[src/rtl/vga_port_pkg.sv]
// Shared definitions for the VGA register-port arbiter: command codes,
// FSM state encoding and default widths.
package vga_port_pkg;

    localparam int ADR_W_DEF = 11;
    localparam int DAT_W_DEF = 8;

    localparam logic [7:0] CMD_STATUS  = 8'h00;
    localparam logic [7:0] CMD_DATA    = 8'h01;
    localparam logic [7:0] CMD_CUR_ADR = 8'h02;
    localparam logic [7:0] CMD_CONTROL = 8'h04;
    localparam logic [7:0] CMD_COLOR   = 8'h05;

    typedef enum logic [2:0] {
        ST_IDLE,
        ST_ISSUE,
        ST_SETTLE,
        ST_WAIT_RDY,
        ST_DONE
    } arb_state_t;

endpackage

[src/rtl/vga_arb_slot.sv]
// One-deep request buffer for a single requester: captures a strobed request,
// flags overflow on strobes while full, and empties when the arbiter releases it.
module vga_arb_slot
    import vga_port_pkg::*;
#(
    parameter int ADR_W = ADR_W_DEF,
    parameter int DAT_W = DAT_W_DEF
) (
    input  logic             i_clk,
    input  logic             i_rst,
    input  logic             i_cs_h,
    input  logic             i_rl_wh,
    input  logic [DAT_W-1:0] i_cmd,
    input  logic [ADR_W-1:0] i_cur_adr,
    input  logic [DAT_W-1:0] i_wdata,
    input  logic             i_release,
    output logic             o_full,
    output logic             o_ready_h,
    output logic             o_ovf,
    output logic             o_rl_wh,
    output logic [DAT_W-1:0] o_cmd,
    output logic [ADR_W-1:0] o_cur_adr,
    output logic [DAT_W-1:0] o_wdata
);

    logic accept;
    logic drop;
    logic full_nxt;

    // A release in the same cycle frees the slot, so a coincident strobe refills it.
    assign accept   = i_cs_h && (!o_full || i_release);
    assign drop     = i_cs_h && o_full && !i_release;
    assign full_nxt = accept || (o_full && !i_release);

    always_ff @(posedge i_clk) begin
        if (i_rst) begin
            o_full    <= 1'b0;
            o_ready_h <= 1'b1;
            o_ovf     <= 1'b0;
        end else begin
            // NOTE: sequential state uses non-blocking assignments so every flop samples pre-edge values.
            o_full    <= full_nxt;
            o_ready_h <= !full_nxt;
            o_ovf     <= o_ovf || drop;
        end
    end

    // NOTE: payload registers carry no reset; they are only read while o_full is set.
    always_ff @(posedge i_clk) begin
        if (accept) begin
            o_rl_wh   <= i_rl_wh;
            o_cmd     <= i_cmd;
            o_cur_adr <= i_cur_adr;
            o_wdata   <= i_wdata;
        end
    end

endmodule

[src/rtl/vga_port_arb.sv]
// Two-requester arbiter serialising request slots onto the VGA register port.
// Define VGA_ARB_FIXED_PRIO_EN for fixed priority (requester 0 wins); default is round-robin.
module vga_port_arb
    import vga_port_pkg::*;
#(
    parameter int ADR_W = ADR_W_DEF,
    parameter int DAT_W = DAT_W_DEF
) (
    input  logic             i_clk,
    input  logic             i_rst,
    input  logic             i_r0_cs_h,
    input  logic             i_r0_rl_wh,
    input  logic [DAT_W-1:0] i_r0_cmd,
    input  logic [ADR_W-1:0] i_r0_cur_adr,
    input  logic [DAT_W-1:0] i_r0_wdata,
    output logic             o_r0_ready_h,
    output logic [DAT_W-1:0] o_r0_rdata,
    output logic             o_r0_rvalid,
    output logic             o_r0_ovf,
    input  logic             i_r1_cs_h,
    input  logic             i_r1_rl_wh,
    input  logic [DAT_W-1:0] i_r1_cmd,
    input  logic [ADR_W-1:0] i_r1_cur_adr,
    input  logic [DAT_W-1:0] i_r1_wdata,
    output logic             o_r1_ready_h,
    output logic [DAT_W-1:0] o_r1_rdata,
    output logic             o_r1_rvalid,
    output logic             o_r1_ovf,
    output logic [DAT_W-1:0] o_vga_cmd,
    output logic [ADR_W-1:0] o_vga_cur_adr,
    output logic [DAT_W-1:0] o_vga_port,
    output logic             o_vga_cs_h,
    output logic             o_vga_rl_wh,
    input  logic [DAT_W-1:0] i_vga_port,
    input  logic             i_vga_ready_h
);

    arb_state_t state, state_nxt;

    wire              full0, full1;
    wire              slot_rl_wh [2];
    wire  [DAT_W-1:0] slot_cmd   [2];
    wire  [ADR_W-1:0] slot_adr   [2];
    wire  [DAT_W-1:0] slot_wdata [2];
    logic [1:0]       rel;
    logic             load;
    logic             pick;
    logic             winner;
    logic             prio;

    vga_arb_slot #(.ADR_W(ADR_W), .DAT_W(DAT_W)) u_slot0 (
        .i_clk(i_clk), .i_rst(i_rst), .i_cs_h(i_r0_cs_h), .i_rl_wh(i_r0_rl_wh),
        .i_cmd(i_r0_cmd), .i_cur_adr(i_r0_cur_adr), .i_wdata(i_r0_wdata),
        .i_release(rel[0]), .o_full(full0), .o_ready_h(o_r0_ready_h), .o_ovf(o_r0_ovf),
        .o_rl_wh(slot_rl_wh[0]), .o_cmd(slot_cmd[0]), .o_cur_adr(slot_adr[0]),
        .o_wdata(slot_wdata[0])
    );

    vga_arb_slot #(.ADR_W(ADR_W), .DAT_W(DAT_W)) u_slot1 (
        .i_clk(i_clk), .i_rst(i_rst), .i_cs_h(i_r1_cs_h), .i_rl_wh(i_r1_rl_wh),
        .i_cmd(i_r1_cmd), .i_cur_adr(i_r1_cur_adr), .i_wdata(i_r1_wdata),
        .i_release(rel[1]), .o_full(full1), .o_ready_h(o_r1_ready_h), .o_ovf(o_r1_ovf),
        .o_rl_wh(slot_rl_wh[1]), .o_cmd(slot_cmd[1]), .o_cur_adr(slot_adr[1]),
        .o_wdata(slot_wdata[1])
    );

`ifdef VGA_ARB_FIXED_PRIO_EN
    assign pick = !full0;
`else
    // prio names the requester that wins a tie; with one slot full that slot wins.
    assign pick = (full0 && full1) ? prio : full1;
`endif

    always_ff @(posedge i_clk) begin
        if (i_rst) state <= ST_IDLE;
        else       state <= state_nxt;
    end

    always_comb begin
        // NOTE: every combinational output gets a default first so no latch is inferred.
        state_nxt = state;
        load      = 1'b0;
        rel       = 2'b00;
        unique case (state)
            ST_IDLE: begin
                if ((full0 || full1) && i_vga_ready_h) begin
                    load      = 1'b1;
                    state_nxt = ST_ISSUE;
                end
            end
            ST_ISSUE:    state_nxt = ST_SETTLE;
            ST_SETTLE:   state_nxt = ST_WAIT_RDY;
            ST_WAIT_RDY: if (i_vga_ready_h) state_nxt = ST_DONE;
            ST_DONE: begin
                rel[winner] = 1'b1;
                state_nxt   = ST_IDLE;
            end
            default:     state_nxt = ST_IDLE;
        endcase
    end

    always_ff @(posedge i_clk) begin
        if (i_rst) begin
            o_vga_cmd     <= '0;
            o_vga_cur_adr <= '0;
            o_vga_port    <= '0;
            o_vga_rl_wh   <= 1'b0;
            o_vga_cs_h    <= 1'b0;
            winner        <= 1'b0;
            prio          <= 1'b0;
            o_r0_rdata    <= '0;
            o_r1_rdata    <= '0;
            o_r0_rvalid   <= 1'b0;
            o_r1_rvalid   <= 1'b0;
        end else begin
            o_vga_cs_h  <= load;
            o_r0_rvalid <= 1'b0;
            o_r1_rvalid <= 1'b0;
            if (load) begin
                winner        <= pick;
                o_vga_cmd     <= slot_cmd[pick];
                o_vga_cur_adr <= slot_adr[pick];
                o_vga_port    <= slot_wdata[pick];
                o_vga_rl_wh   <= slot_rl_wh[pick];
            end
            if (state == ST_DONE) begin
                prio <= !winner;
                if (!o_vga_rl_wh) begin
                    if (winner) begin
                        o_r1_rdata  <= i_vga_port;
                        o_r1_rvalid <= 1'b1;
                    end else begin
                        o_r0_rdata  <= i_vga_port;
                        o_r0_rvalid <= 1'b1;
                    end
                end
            end
        end
    end

endmodule

[config.mk]
export PLATFORM = sky130hd
export DESIGN_NAME = vga_port_arb
export DESIGN_NICKNAME = d
export VERILOG_FILES = /design/src/rtl/vga_port_pkg.sv /design/src/rtl/vga_arb_slot.sv /design/src/rtl/vga_port_arb.sv
export SDC_FILE = /design/constraint.sdc
export NUM_CORES = 1
export LEC_CHECK = 0
export CAP_MARGIN = 40
export CORE_UTILIZATION = 25
export CTS_BUF_LIST = sky130_fd_sc_hd__clkbuf_8
export DETAILED_ROUTE_END_ITERATION = 12
export HOLD_SLACK_MARGIN = 0.02
export PLACE_DENSITY = 0.58
export SLEW_MARGIN = 20
export SYNTH_ARGS = -nofsm -noshare
export SYNTH_HDL_FRONTEND = slang
export SYNTH_SLANG_ARGS = --single-unit
[constraint.sdc]
create_clock -name i_clk -period 5 [get_ports i_clk]
set_input_delay 0.5 -clock i_clk [delete_from_list [all_inputs] [get_ports i_clk]]
set_output_delay 0.5 -clock i_clk [all_outputs]
set_load 0.02 [all_outputs]
==> results_dict.tcl, run 1 <==
set metrics [dict create \
    finalSetupViolCount 0 \
    yosys_warnings 0 \
    post-route-period-util 0.456 \
    critPathSlowestCell "and2_2" \
    synth_edf_count 56 \
    syn_area_mm2 0.00425 \
    cellPowerDensity_mw_per_mm2 359 \
    rows 47 \
    postSynth.asyncResetShare 0 \
    clock_latency_ps 430 \
    grt_pass1_wl_um 16700 \
    gp_congestion 0.737 \
    drive_above_1_share 0.104 \
    status "complete, no violations" \
    num_io_pins 120 \
    end_kind "flop" \
    cts_buffer_depth 2 \
    grt_setup_unrepaired "false" \
    setup_tns_ps 0 \
    dp_hpwl_um 7220 \
    cts_num_sinks 114 \
    postCtsHoldBufs 0 \
    hold_depth 2 \
    grt-busiest-layer "met2" \
    worstPathMaxFanout 28 \
    worstSetupStartpoint "state[2]$_SDFFE_PP0P_" \
    p_leak_nw 2.05 \
    fmax_ghz 0.439 \
    cts-buffers-inserted 17 \
    fin_crit_ps 2280 \
    arrival_ps 2330 \
    worst_pin_slew_ps 815 \
    worstReg2RegStart "state[2]$_SDFFE_PP0P_" \
    maxCapViolCount 0 \
    port_buffers 119 \
    synth_cell_types 32 \
    ir_worst_vdd_uv 169 \
    ys.flop_type "dfxtp_1" \
    min-delay-start "i_rst" \
    dp_cells 647 \
    reg2reg_depth 3 \
    grtUsageMet3 0.0410 \
    ys_ff_latch 114 \
    use_met2 0.199 \
    drt_first_iter_violations 203 \
    syn_avg_cell_area_um2 12.8 \
    grt_start_max_net_pins 58 \
    min_path_type "in -> reg" \
    grt_pass1_vias 3110 \
    final_common_cell "clkdlybuf4s50_1" \
    relSlewSlack 0.456 \
    die_area_mm2 0.0175 \
    most-common-layout-cells "118 x clkdlybuf4s50_1, 57 x dfxtp_1, 56 x edfxtp_1" \
    hold_viol 0 \
    fp.dieW_um 132 \
    coreArea_mm2 0.0166 \
    design.final.nets 516 \
    num_vias 3093 \
    ant_nets 0 \
    post_cts_resized 0 \
    cp.required_ps 5050 \
    start_util 0.256 \
    clk_pin_slew_ps 70 \
    drv_slew 0 \
    crit_type "reg -> reg" \
    drt-total-wl_um 10700 \
    grt_usage 0.126 \
    ys_seq_area_frac 0.669 \
    htreeDepth 4 \
    die_h_um 132 \
    antennaDiodeCount 0 \
    slowest_delay_ps 680 \
    root_buffer "clkbuf_8" \
    overflow 0 \
    antenna_found_initial 0 \
    crit_chain "or3b_4 -> o21ai_0 -> and2_2" \
    drtPass1Iterations 4 \
    drt-vias-per-instance 4.55 \
    syn_nets 401 \
    fin_skew_ps 12.1 \
    start_kind "flop" \
    met1_usage 0.155 \
    synthCells 332 \
    drc 0 \
    wl_per_cell_um 15.8 \
    cts_tree "yes" \
    syn2layout_area_growth_pct 43.8 \
    instances_no_fill 680 \
    post_cts_buffers 0 \
]
==> routing by layer <==
layer / up-vias / wire [um]
li1: 1490 / -
met1: 1476 / 4840
met2: 111 / 5080
met3: 16 / 604
met4: 0 / 229
met5: - / 0
==> area by class of cell <==
cell class                 count  area, um2
fill                        1638      10500
sequential                   114       2840
multi-input combinational    186       1300
timing repair buffer         125       1290
tap                          220        275
clock buffer                  17        234
clock inverter                15        156
inverter                       3       11.3
==> metrics by stage <==
step | setup slack [ps] | utilization | cell area (um2) | hold WS, ps | total power, mW
floorplan | 2070 | - | 4250 | 493 | 1.22
global placement | 2600 | 0.340 | 5640 | 460 | 1.36
detailed placement | 2700 | 0.344 | 5700 | 465 | 1.37
CTS | 2680 | 0.367 | 6090 | 439 | 2.22
global route | 2540 | 0.369 | 6120 | 473 | 2.29
finish | 2720 | 0.369 | 6120 | 461 | 2.20
==> power by group <==
| part | switching [mW] | leakage [nW] | total (mW) | internal [mW] |
|---|---|---|---|---|
| logic | 0.141 | 0.843 | 0.282 | 0.141 |
| clock network | 0.395 | 0.197 | 0.841 | 0.446 |
| registers | 0.0341 | 1.01 | 1.07 | 1.04 |
| total | 0.570 | 2.05 | 2.20 | 1.63 |
==> flip-flops by register name (all words and copies together) (netlist names), 3 cells and up <==
| signal | flops |
|---|---|
| o_vga_cur_adr | 11 |
| u_slot0.o_cur_adr | 11 |
| u_slot1.o_cur_adr | 11 |
| o_r0_rdata | 8 |
| o_r1_rdata | 8 |
| o_vga_cmd | 8 |
| o_vga_port | 8 |
| u_slot0.o_cmd | 8 |
| u_slot0.o_wdata | 8 |
| u_slot1.o_cmd | 8 |
| u_slot1.o_wdata | 8 |
| state | 3 |
==> worst max-delay path, delay by kind of cell (launching register included) <==
kind	cells	cell delay [ps]
flip-flops	1	450
AND/OR/NAND/NOR	2	1130
AO/OA/AOI/OAI	1	330
==> kinds of logic after synthesis <==
logic type | after synthesis | share of synthesized area
buffers and inverters | 32 | 0.0306
AO/OA/AOI/OAI | 98 | 0.146
AND/OR/NAND/NOR | 72 | 0.117
flip-flops | 114 | 0.669
multiplexers | 16 | 0.0377
==> path summary, 6_finish.rpt <==
kind | end | slack (ps)
min reg2reg | o_r0_rdata[4]$_SDFFE_PP0P_ | 470
max reg2reg | u_slot0.o_wdata[4]$_DFFE_PP_ | 2720
min | o_r1_rvalid$_SDFF_PP0_ | 460
max | u_slot0.o_wdata[4]$_DFFE_PP_ | 2720
==> synthesized netlist by cell type, drive strengths merged, types with 2 or more instances <==
cell    count  share of area
a21o        2         0.0035
a21oi      33          0.039
a311oi     29          0.060
and2        2         0.0029
buf         4         0.0059
clkbuf     25          0.022
dfxtp      58           0.27
edfxtp     56           0.40
inv         3         0.0026
mux2i      16          0.038
nand2b     25          0.037
nand3b     28          0.049
nor2        4         0.0035
nor2b       2         0.0029
nor3        2         0.0050
nor4        2         0.0029
o21ai      29          0.034
or3b        2         0.0047
No activity file was read; power rests on OpenSTA's default activity.
==> run 2: changes to the inputs <==
- clock period: 5 -> 2.38 ns (I/O delays scaled with it)
==> results_dict.tcl, run 2 (synthesis gave the netlist of run 1 again) <==
set metrics [dict create \
    place_ws_ps 465 \
    num_vias 3032 \
    cts_tree "yes" \
    cts_buffer_depth 2 \
    worstPathMaxFanout 28 \
    wl_per_cell_um 15.4 \
    fin_skew_ps 11.9 \
    drc 0 \
    post_cts_buffers 0 \
    post-route-period-util 0.805 \
    clock_latency_ps 440 \
    htreeDepth 4 \
    fp.dieW_um 132 \
    die_h_um 132 \
    worst_pin_slew_ps 773 \
    clk_pin_slew_ps 70 \
    setup_tns_ps 0 \
    postCtsHoldBufs 0 \
    root_buffer "clkbuf_8" \
    fillers 1609 \
    ant_nets 0 \
    gp_congestion 0.728 \
    drt_first_iter_violations 153 \
    reg2reg_depth 3 \
    min_path_type "in -> reg" \
    hold_viol 0 \
    drive_above_1_share 0.110 \
    cts-buffers-inserted 17 \
    min-delay-start "i_rst" \
    cellPowerDensity_mw_per_mm2 771 \
    grt_usage 0.127 \
    status "complete, no violations" \
    port_buffers 119 \
    dp_hpwl_um 7130 \
    fin_area_mm2 0.00620 \
    hold_depth 2 \
    cp.required_ps 2510 \
    end_kind "flop" \
    overflow 0 \
    min_to "winner$_SDFFE_PP0P_" \
    num_io_pins 120 \
    post_cts_resized 0 \
    cts_num_sinks 114 \
    antennaDiodeCount 0 \
    drt-total-wl_um 10500 \
    grt_pass1_vias 3131 \
    worstReg2RegStart "winner$_SDFFE_PP0P_" \
    final_core_util 0.374 \
    finalSetupViolCount 0 \
    grt_start_max_net_pins 56 \
    postLayoutSetupSlackWorst_ps 465 \
    fmax_ghz 0.522 \
    maxCapViolCount 0 \
    p_leak_nw 2.10 \
    drt-vias-per-instance 4.43 \
    crit_type "reg -> reg" \
    grt_pass1_wl_um 16700 \
    post_dp_cell_area_mm2 0.00574 \
    final_common_cell "clkdlybuf4s50_1" \
    p_total_mw 4.78 \
    r2r_slack_ps 460 \
    die_area_mm2 0.0175 \
    grt_setup_unrepaired "false" \
    syn2layout_area_growth_pct 45.8 \
    antenna_found_initial 0 \
    ir_worst_vdd_uv 335 \
    relSlewSlack 0.484 \
    start_kind "flop" \
    r2r_end "u_slot1.o_cur_adr[4]$_DFFE_PP_" \
    start_util 0.256 \
    arrival_ps 2050 \
    drv_slew 0 \
    drtPass1Iterations 4 \
    rows 47 \
    reg_top3 "o_vga_cur_adr: 11 flops, u_slot0.o_cur_adr: 11 flops, u_slot1.o_cur_adr: 11 flops" \
    design.final.nets 520 \
    fin_crit_ps 1920 \
    most-common-layout-cells "118 x clkdlybuf4s50_1, 57 x dfxtp_1, 56 x edfxtp_1" \
    coreArea_mm2 0.0166 \
]
==> run 2: changes by cell type in the layout (fill, tap and decap cells not counted), sizes merged <==
cell,previous run,this run
buf,7,11
clkinvlp,2,0
inv,7,5
clkbuf,17,22
bufinv,2,3
clkinv,7,5
==> run 2: critical path: stages (launching register included) <==
cell	delay, ps
dfxtp_1	460
or4bb_2	720
a21oi_4	200
buf_12	220
==> run 2: per-stage QoR <==
stage / std cells / hold slack [ps]
global route: 684 / 268
detailed placement: 651 / 451
CTS: 683 / 318
finish: 684 / 256
floorplan: 332 / 337
global placement: 651 / 452
==> run 2: how the worst max path moves through the flow <==
stage / startpoint / end / slack (ps) / cells past startpoint
finish: winner$_SDFFE_PP0P_ / u_slot1.o_cur_adr[4]$_DFFE_PP_ / 460 / 3
global route: state[2]$_SDFFE_PP0P_ / u_slot0.o_wdata[4]$_DFFE_PP_ / 340 / 4
CTS: winner$_SDFFE_PP0P_ / u_slot1.o_wdata[0]$_DFFE_PP_ / 450 / 3
detailed placement: i_vga_ready_h / state[0]$_SDFFE_PP0P_ / 470 / 5
global placement: state[2]$_SDFFE_PP0P_ / u_slot0.o_wdata[6]$_DFFE_PP_ / 500 / 4
floorplan: winner$_SDFFE_PP0P_ / u_slot1.o_cmd[0]$_DFFE_PP_ / 60 / 2
==> run 2: area by class of cell <==
class	count	area, um2	area share
flip-flops and latches	114	2840	0.459
inverters	3	11.3	0.00182
multi-input cells	186	1300	0.210
repair buffers	129	1330	0.215
clock buffers	22	303	0.0489
clock inverters	10	129	0.0208
well taps	220	275	0.0444
==> run 2: layer usage <==
layer | vias to the layer above | global-route usage | part of all wire
li1 | 1498 | - | -
met3 | 17 | 0.0395 | 0.048
met2 | 102 | 0.203 | 0.47
met5 | - | 0 | 0
met1 | 1415 | 0.157 | 0.46
met4 | 0 | 0.0575 | 0.017
==> run 2: where the power goes <==
| group | internal (mW) | total (mW) | switching (mW) |
|---|---|---|---|
| sequential | 2.18 | 2.24 | 0.0600 |
| clock | 1.17 | 1.93 | 0.759 |
| combinational | 0.304 | 0.608 | 0.304 |
